### config.mk
export PLATFORM = sky130hd
export DESIGN_NAME = serial_negator
export DESIGN_NICKNAME = d
export VERILOG_FILES = /design/src/rtl/negator_pkg.sv /design/src/rtl/neg_chunk.sv /design/src/rtl/serial_negator.sv
export SDC_FILE = /design/constraint.sdc
export NUM_CORES = 1
export LEC_CHECK = 0
export BUFFER_PORTS_ARGS = -buffer_cell sky130_fd_sc_hd__buf_2
export CAP_MARGIN = 20
export CORE_MARGIN = 1.5
export CORE_UTILIZATION = 35
export CTS_BUF_LIST = sky130_fd_sc_hd__clkbuf_16
export CTS_CLUSTER_SIZE = 30
export DETAILED_ROUTE_END_ITERATION = 7
export MAX_ROUTING_LAYER = met4
export PLACE_DENSITY = 0.52
export SLEW_MARGIN = 20
export SYNTH_ARGS = -nofsm -noshare
export SYNTH_HDL_FRONTEND = slang
export SYNTH_SLANG_ARGS = --single-unit
export TNS_END_PERCENT = 5
### constraint.sdc
create_clock -name clk -period 7.2 [get_ports clk]
set_input_delay 0.72 -clock clk [delete_from_list [all_inputs] [get_ports clk]]
set_output_delay 0.72 -clock clk [all_outputs]
set_load 0.01 [all_outputs]
### src/rtl/negator_pkg.sv
// Shared types for the serial negator: FSM state encoding and negation modes.
package negator_pkg;

    typedef enum logic [1:0] {
        IDLE = 2'd0,
        BUSY = 2'd1,
        DONE = 2'd2
    } state_t;

    localparam logic MODE_ONES = 1'b0;
    localparam logic MODE_TWOS = 1'b1;

endpackage

### src/rtl/neg_chunk.sv
// CHUNK-bit invert-then-increment slice, built on the NOR-based not gate.
module nor_not (
    input  logic a,
    output logic y
);
    assign y = ~(a | a);
endmodule

module neg_chunk #(
    parameter int CHUNK = 4
) (
    input  logic [CHUNK-1:0] x,
    input  logic             carry_in,
    output logic [CHUNK-1:0] y,
    output logic             carry_out
);
    logic [CHUNK-1:0] inv;

    for (genvar i = 0; i < CHUNK; i++) begin : g_not
        nor_not u_not (
            .a(x[i]),
            .y(inv[i])
        );
    end

    assign {carry_out, y} = {1'b0, inv} + {{CHUNK{1'b0}}, carry_in};
endmodule

### src/rtl/serial_negator.sv
// Multi-cycle WIDTH-bit ones'/two's complement negator, CHUNK bits per cycle.
// Define SERIAL_NEGATOR_SAT_EN to saturate the overflowing two's-complement case.
module serial_negator
    import negator_pkg::*;
#(
    parameter int WIDTH = 16,
    parameter int CHUNK = 4
) (
    input  logic             clk,
    input  logic             rst_n,
    input  logic             in_valid,
    output logic             in_ready,
    input  logic [WIDTH-1:0] in_data,
    input  logic             in_mode,
    output logic             out_valid,
    input  logic             out_ready,
    output logic [WIDTH-1:0] out_data,
    output logic             out_ovf,
    output logic             out_zero
);
    localparam int NCH = WIDTH / CHUNK;
    localparam int CW  = (NCH > 1) ? $clog2(NCH) : 1;
    localparam logic [CW-1:0] LAST = CW'(NCH - 1);

    state_t           state;
    logic [WIDTH-1:0] x_q;
    logic [WIDTH-1:0] res_q;
    logic             mode_q;
    logic             carry;
    logic [CW-1:0]    cnt;

    logic [CHUNK-1:0] x_chunk;
    logic [CHUNK-1:0] y_chunk;
    logic             c_out;
    logic [WIDTH-1:0] res_nxt;
    logic [WIDTH-1:0] res_fin;
    logic             ovf;
    logic             zero;

    assign x_chunk = x_q[int'(cnt)*CHUNK +: CHUNK];

    neg_chunk #(.CHUNK(CHUNK)) u_chunk (
        .x(x_chunk),
        .carry_in(carry),
        .y(y_chunk),
        .carry_out(c_out)
    );

    // Flags are judged on the fully assembled result of the last chunk.
    always_comb begin
        res_nxt = res_q;
        res_nxt[int'(cnt)*CHUNK +: CHUNK] = y_chunk;
        ovf = (mode_q == MODE_TWOS) & x_q[WIDTH-1] & res_nxt[WIDTH-1];
`ifdef SERIAL_NEGATOR_SAT_EN
        res_fin = ovf ? {1'b0, {(WIDTH-1){1'b1}}} : res_nxt;
`else
        res_fin = res_nxt;
`endif
        zero = (res_fin == '0);
    end

    always_ff @(posedge clk or negedge rst_n) begin
        if (!rst_n) begin
            state     <= IDLE;
            in_ready  <= 1'b1;
            out_valid <= 1'b0;
            out_data  <= '0;
            out_ovf   <= 1'b0;
            out_zero  <= 1'b0;
            x_q       <= '0;
            res_q     <= '0;
            mode_q    <= MODE_ONES;
            carry     <= 1'b0;
            cnt       <= '0;
        end else begin
            unique case (state)
                IDLE: begin
                    if (in_valid) begin
                        x_q      <= in_data;
                        mode_q   <= in_mode;
                        carry    <= in_mode;
                        cnt      <= '0;
                        in_ready <= 1'b0;
                        state    <= BUSY;
                    end
                end
                BUSY: begin
                    res_q <= res_nxt;
                    carry <= c_out;
                    cnt   <= cnt + CW'(1);
                    if (cnt == LAST) begin
                        out_data  <= res_fin;
                        out_ovf   <= ovf;
                        out_zero  <= zero;
                        out_valid <= 1'b1;
                        state     <= DONE;
                    end
                end
                DONE: begin
                    if (out_ready) begin
                        out_valid <= 1'b0;
                        in_ready  <= 1'b1;
                        state     <= IDLE;
                    end
                end
                default: state <= IDLE;
            endcase
        end
    end

endmodule

Word level (Yosys, flattened, before mapping)
Index checks and enable logic that the tools add are counted.
{"block": "classes", "add_sub_neg": 3, "multipliers": 0, "div_mod_pow": 0, "order_cmp": 0, "eq_ne": 6, "n_shift": 3, "n_mux": 15, "n_bitwise": 6, "n_reduce_logical": 11}
{"op": "negator 4 -> 33 bit", "count": 1}
{"op": "variable shift 4 x 33 -> 16 bit (first input constant)", "count": 1}
{"op": "indexed part select 4 x 33 -> 16 bit", "count": 1}
{"op": "bitwise mux 16 bit", "count": 1}
{"op": "logical NOT 16 bit", "count": 1}
{"op": "indexed part select 16 x 5 -> 4 bit", "count": 1}
{"op": "AND reduction 3 bit", "count": 3}
{"op": "two-way mux 2 bit", "count": 4}
{"op": "!= test 2 bit (second input constant)", "count": 3}
{"op": "one-hot mux 1 bit (2 select lines)", "count": 3}
{"op": "one-hot mux 2 bit (3 select lines)", "count": 1}
{"op": "AND reduction 2 bit", "count": 3}
{"op": "nonzero test 2 bit", "count": 3}
{"op": "adder 4 x 1 -> 5 bit", "count": 1}
{"op": "two-way mux 1 bit", "count": 5}
{"op": "== test 2 bit (second input constant)", "count": 2}
{"op": "NOT 1 bit", "count": 4}
{"op": "one-hot mux 2 bit (2 select lines)", "count": 1}
{"op": "adder 2 x 1 -> 2 bit (second input constant)", "count": 1}
{"op": "bitwise AND 1 bit", "count": 2}
{"op": "== test 2 x 1 -> 1 bit (second input constant)", "count": 1}
{"op": "logical NOT 2 bit", "count": 1}
{"block": "totals", "ff_bits": 58, "latch_bits": 0, "ramBits": 0, "rom_bits": 0, "output_inout_bits": 20, "wordCells": 55, "n_memories": 0}

Depth between registers and ports, before layout
{"block": "logic_depth", "word_depth": 6, "depth_mapped": 11, "depth_no_buf": 8}

By module
Synthesis repeated with hierarchy kept, for this count alone.
{"block": "unflattened", "cells_unflattened": 255, "hier_area_um2": 2790.2}
{"mod": "serial_negator", "instances": 1, "cells_each": 245, "area_per_inst_um2": 2715.1, "seq_area_each_um2": 1452.6}
{"mod": "neg_chunk", "instances": 1, "cells_each": 6, "area_per_inst_um2": 60.1, "seq_area_each_um2": 0.0}
{"mod": "nor_not", "instances": 4, "cells_each": 1, "area_per_inst_um2": 3.8, "seq_area_each_um2": 0.0}

Least setup slack after synthesis
OpenSTA, ideal clock, no wires.
{"block": "synth_timing", "kind": "flip-flop to flip-flop", "startpoint": "register cnt[0]", "endpoint": "register out_zero", "setup_time_ns": 0.068, "t_arrival_ns": 2.638, "required_time_ns": 7.132, "slack_ns": 4.495, "path_stages_with_launch": 12, "n_path_buf": 3, "period_less_slack_ns": 2.705, "cell_sequence": "dfrtp_1 buf_6 clkbuf_1 mux4_2 inv_1 ha_1 ha_1 buf_1 a41oi_1 nand4_1 nor4_1 a32o_1"}
{"block": "synth_via", "elab_chain_cells": 6, "word_cells_on_any_way": 13}
{"element": "start: declaration", "line": "serial_negator.sv:30", "source": "logic [CW-1:0] cnt;"}
{"element": "start signal: assignment", "line": "serial_negator.sv:90", "source": "cnt <= cnt + CW'(1);"}
{"element": "indexed part select 16 x 5 -> 4 bit", "line": "serial_negator.sv:40", "source": "assign x_chunk = x_q[int'(cnt)*CHUNK +: CHUNK];"}
{"element": "NOT 1 bit", "line": "neg_chunk.sv:6", "source": "assign y = ~(a | a);"}
{"element": "adder 4 x 1 -> 5 bit", "line": "neg_chunk.sv:26", "source": "assign {carry_out, y} = {1'b0, inv} + {{CHUNK{1'b0}}, carry_in};"}
{"element": "indexed part select 4 x 33 -> 16 bit", "line": "serial_negator.sv:52", "source": "res_nxt[int'(cnt)*CHUNK +: CHUNK] = y_chunk;"}
{"element": "bitwise mux 16 bit", "line": "serial_negator.sv:52"}
{"element": "logical NOT 16 bit", "line": "serial_negator.sv:59", "source": "zero = (res_fin == '0);"}
{"element": "end signal: assignment", "line": "serial_negator.sv:94", "source": "out_zero <= zero;"}
{"element": "end: declaration", "line": "serial_negator.sv:19", "source": "output logic out_zero"}
Several ways; a longest one is shown, not always the timed one.
A chain may end at the register's enable or synchronous reset.

Worst setup path after layout
Ends and elaborated chain as after synthesis.

==> flow_summary.json <==
{
  "status": "completed",
  "yosysTopAreaCell": "dfrtp_1",
  "place_congestion": 0.817,
  "grt_pass1_vias": 2025,
  "syn_area_um2": 2760,
  "synthToLayoutAreaGrowth_pct": 22.1,
  "fin_setup_tns_ns": 0,
  "required_ns": 7.46,
  "r2r_start": "cnt[0]",
  "ios": 41,
  "synth_edf_count": 0,
  "drc": 0,
  "cts_resized": 0,
  "setup.worst_path.end_class": "register",
  "clk_pin_slew_worst_paths_ns": 0.05,
  "synth_cells": 249,
  "grt_pass1_wl_um": 10200,
  "worstMarginPinSlew_ns": 0.740,
  "grt_start_max_net_pins": 59,
  "antenna_found_initial": 0,
  "die_w_um": 91.7,
  "grtUsageTotal": 0.162,
  "root_buffer": "clkbuf_16",
  "powerDensity_nw_per_um2": 514,
  "fin_skew_ns": 0.00497,
  "rr_worst_depth": 8,
  "fill_cells": 787,
  "cts.sinks": 58,
  "ys.flop_type": "dfrtp_1",
  "dp_slack_ns": 4.33,
  "io_buffers": 40,
  "synth_area_leaders": "dfrtp_1 52%, mux2_2 7.4%, nor2_1 4.2%",
  "finalSetupViolCount": 0,
  "max-slew-margin-rel": 0.506,
  "cts-htree-levels": 3,
  "fmax_mhz": 344,
  "postRouteAntennaNets": 0,
  "synth-seq-cells": 58,
  "cts_buffer_depth": 2,
  "initial_core_util": 0.358,
  "hpwl_um": 4200,
  "vias": 2017,
  "max-vdd-ir-drop_mv": 0.232,
  "grt_overflow_total": 0,
  "mostFrequentLayoutCells": "57 x dfrtp_1, 40 x buf_2, 31 x nor2_1, 18 x mux2_2",
  "slowest_stage": "dfrtp_1",
  "ys_types": 42,
  "cp-startpoint": "cnt[0]",
  "path_cells": "mux4_2 > inv_1 > ha_1 > ha_1 > a41oi_1 > nand4_1 > nor4_1 > a32o_1",
  "synth_top_area_share": 0.518,
  "critPathKind": "register to register",
  "initialDrtViolationCount": 99,
  "drt-vias-per-instance": 5.07,
  "rsz0062_at_grt": "false",
  "timing.final.crit_share": 0.404,
  "die_y_um": 91.7,
  "first_pass_iters": 4,
  "critPathLaunchType": "register",
  "avgSynthCellArea_um2": 11.1,
  "r2r-end": "out_zero",
  "cts_setup_buffers": 0,
  "yosysWarningCount": 0,
  "wire_per_inst_um": 15.2,
  "syn-num-nets": 278,
  "synthArstFlopShare": 1.00,
  "crit_top_cell": "ha_1",
  "nNetsFinal": 320,
  "leakage_nw": 1.54,
  "final_common_cell": "dfrtp_1",
  "clock_latency_ns": 0.32,
  "yosysSeqAreaShare": 0.527,
  "hold_viol_final": 0,
  "arrival_ns": 3.17,
  "critical_path.max_fanout": 18,
  "rows": 32,
  "fin_crit_ns": 2.91,
  "hold_class": "register to register",
  "maxCapViolCount": 0,
  "finalMaxSlewViolations": 0,
  "diodes": 0,
  "layout-drive-gt1-share": 0.287,
  "slowest_delay_ns": 0.77,
  "rrSetupSlack_ns": 4.29,
  "wl_um": 6030,
  "setup_slack_ns": 4.29,
  "core-area_um2": 7690,
  "cts_tree": "done",
  "dieArea_um2": 8410,
  "cts_buffers": 9,
  "setup.worst_path.end": "out_zero",
  "cts_hold_buf": 0
}
-- sequential cells by signal, summed over array words and instances, names as in the netlist --
name,count
x_q,16
carry,1
state,2
out_valid,1
in_ready,1
cnt,2
out_zero,1
res_q,16
mode_q,1
out_ovf,1
out_data,16
-- routing by layer --
metal / part of all wire / GRT usage / wire length (µm) / vias up
li1: - / - / - / 979
met1: 0.48 / 0.209 / 2870 / 978
met2: 0.47 / 0.245 / 2840 / 50
met3: 0.040 / 0.0456 / 241 / 10
met4: 0.013 / 0.0590 / 80 / 0
met5: 0 / - / 0 / -
-- cells by family (layout without fill, tap and decap cells) --
logic type	Yosys count	in the layout	synth area share
flops	58	58	0.527
compound gates	61	61	0.154
xor+xnor	3	3	0.0123
fa+ha+maj	8	8	0.0363
mux	24	24	0.114
buf+inv	24	71	0.0354
simple gates	71	71	0.121
-- worst max-delay path, delay by kind of cell, from the launching register on --
family,cells,cell delay [ns]
adders and majority gates,2,0.51
muxes,1,0.58
DFF,1,0.77
AOI/OAI and AO/OA,2,0.53
and+or+nand+nor,2,0.38
buffers and inverters,1,0.07
-- synthesized netlist by cell type, drive strengths merged (2+ instances only) --
cell type  count
nor2          31
a22oi          3
nand2b         2
dfrtp         57
mux2          18
a21oi         17
nand2         17
inv           12
o21ai         13
nor3           5
ha             8
a22o          11
buf            3
a41oi          2
nand3          2
mux2i          2
a221oi         5
xnor2          2
mux4           4
o31ai          2
clkbuf         9
nor2b          7
-- metrics by stage --
stage	utilization	std cells	total power [mW]	instance area (µm²)	hold slack, ns
after global routing	0.438	398	1.86	3360	0.498
after floorplan	-	249	1.09	2760	0.424
final	0.438	398	1.73	3360	0.480
after global placement	0.397	382	1.29	3050	0.465
after CTS	0.438	398	1.75	3360	0.485
after detailed placement	0.397	382	1.30	3050	0.474
-- how the worst min path moves through the flow --
stage | start | endpoint | slack [ns] | cells after the start
floorplan | rst_n | carry | 0.42 | 0
global placement | res_q[14] | res_q[14] | 0.47 | 2
detailed placement | out_data[14] | out_data[14] | 0.47 | 2
CTS | out_data[14] | out_data[14] | 0.48 | 2
global route | out_data[6] | out_data[6] | 0.50 | 2
finish | out_data[14] | out_data[14] | 0.48 | 2
-- where the power goes --
part	total, mW	switching [mW]	internal [mW]
Combinational	0.702	0.398	0.304
Clock	0.444	0.146	0.299
Sequential	0.584	0.111	0.473
-- area by class of cell --
cell class	count	area, µm²	share of cell area
clock buffers	9	225	0.0670
inverters	12	45.0	0.0134
multi-input cells	167	1200	0.358
clock inverters	7	85.1	0.0253
flip-flops and latches	58	1450	0.432
repair buffers	43	223	0.0662
well taps	102	128	0.0379
Power figures use the tool's default switching activity.
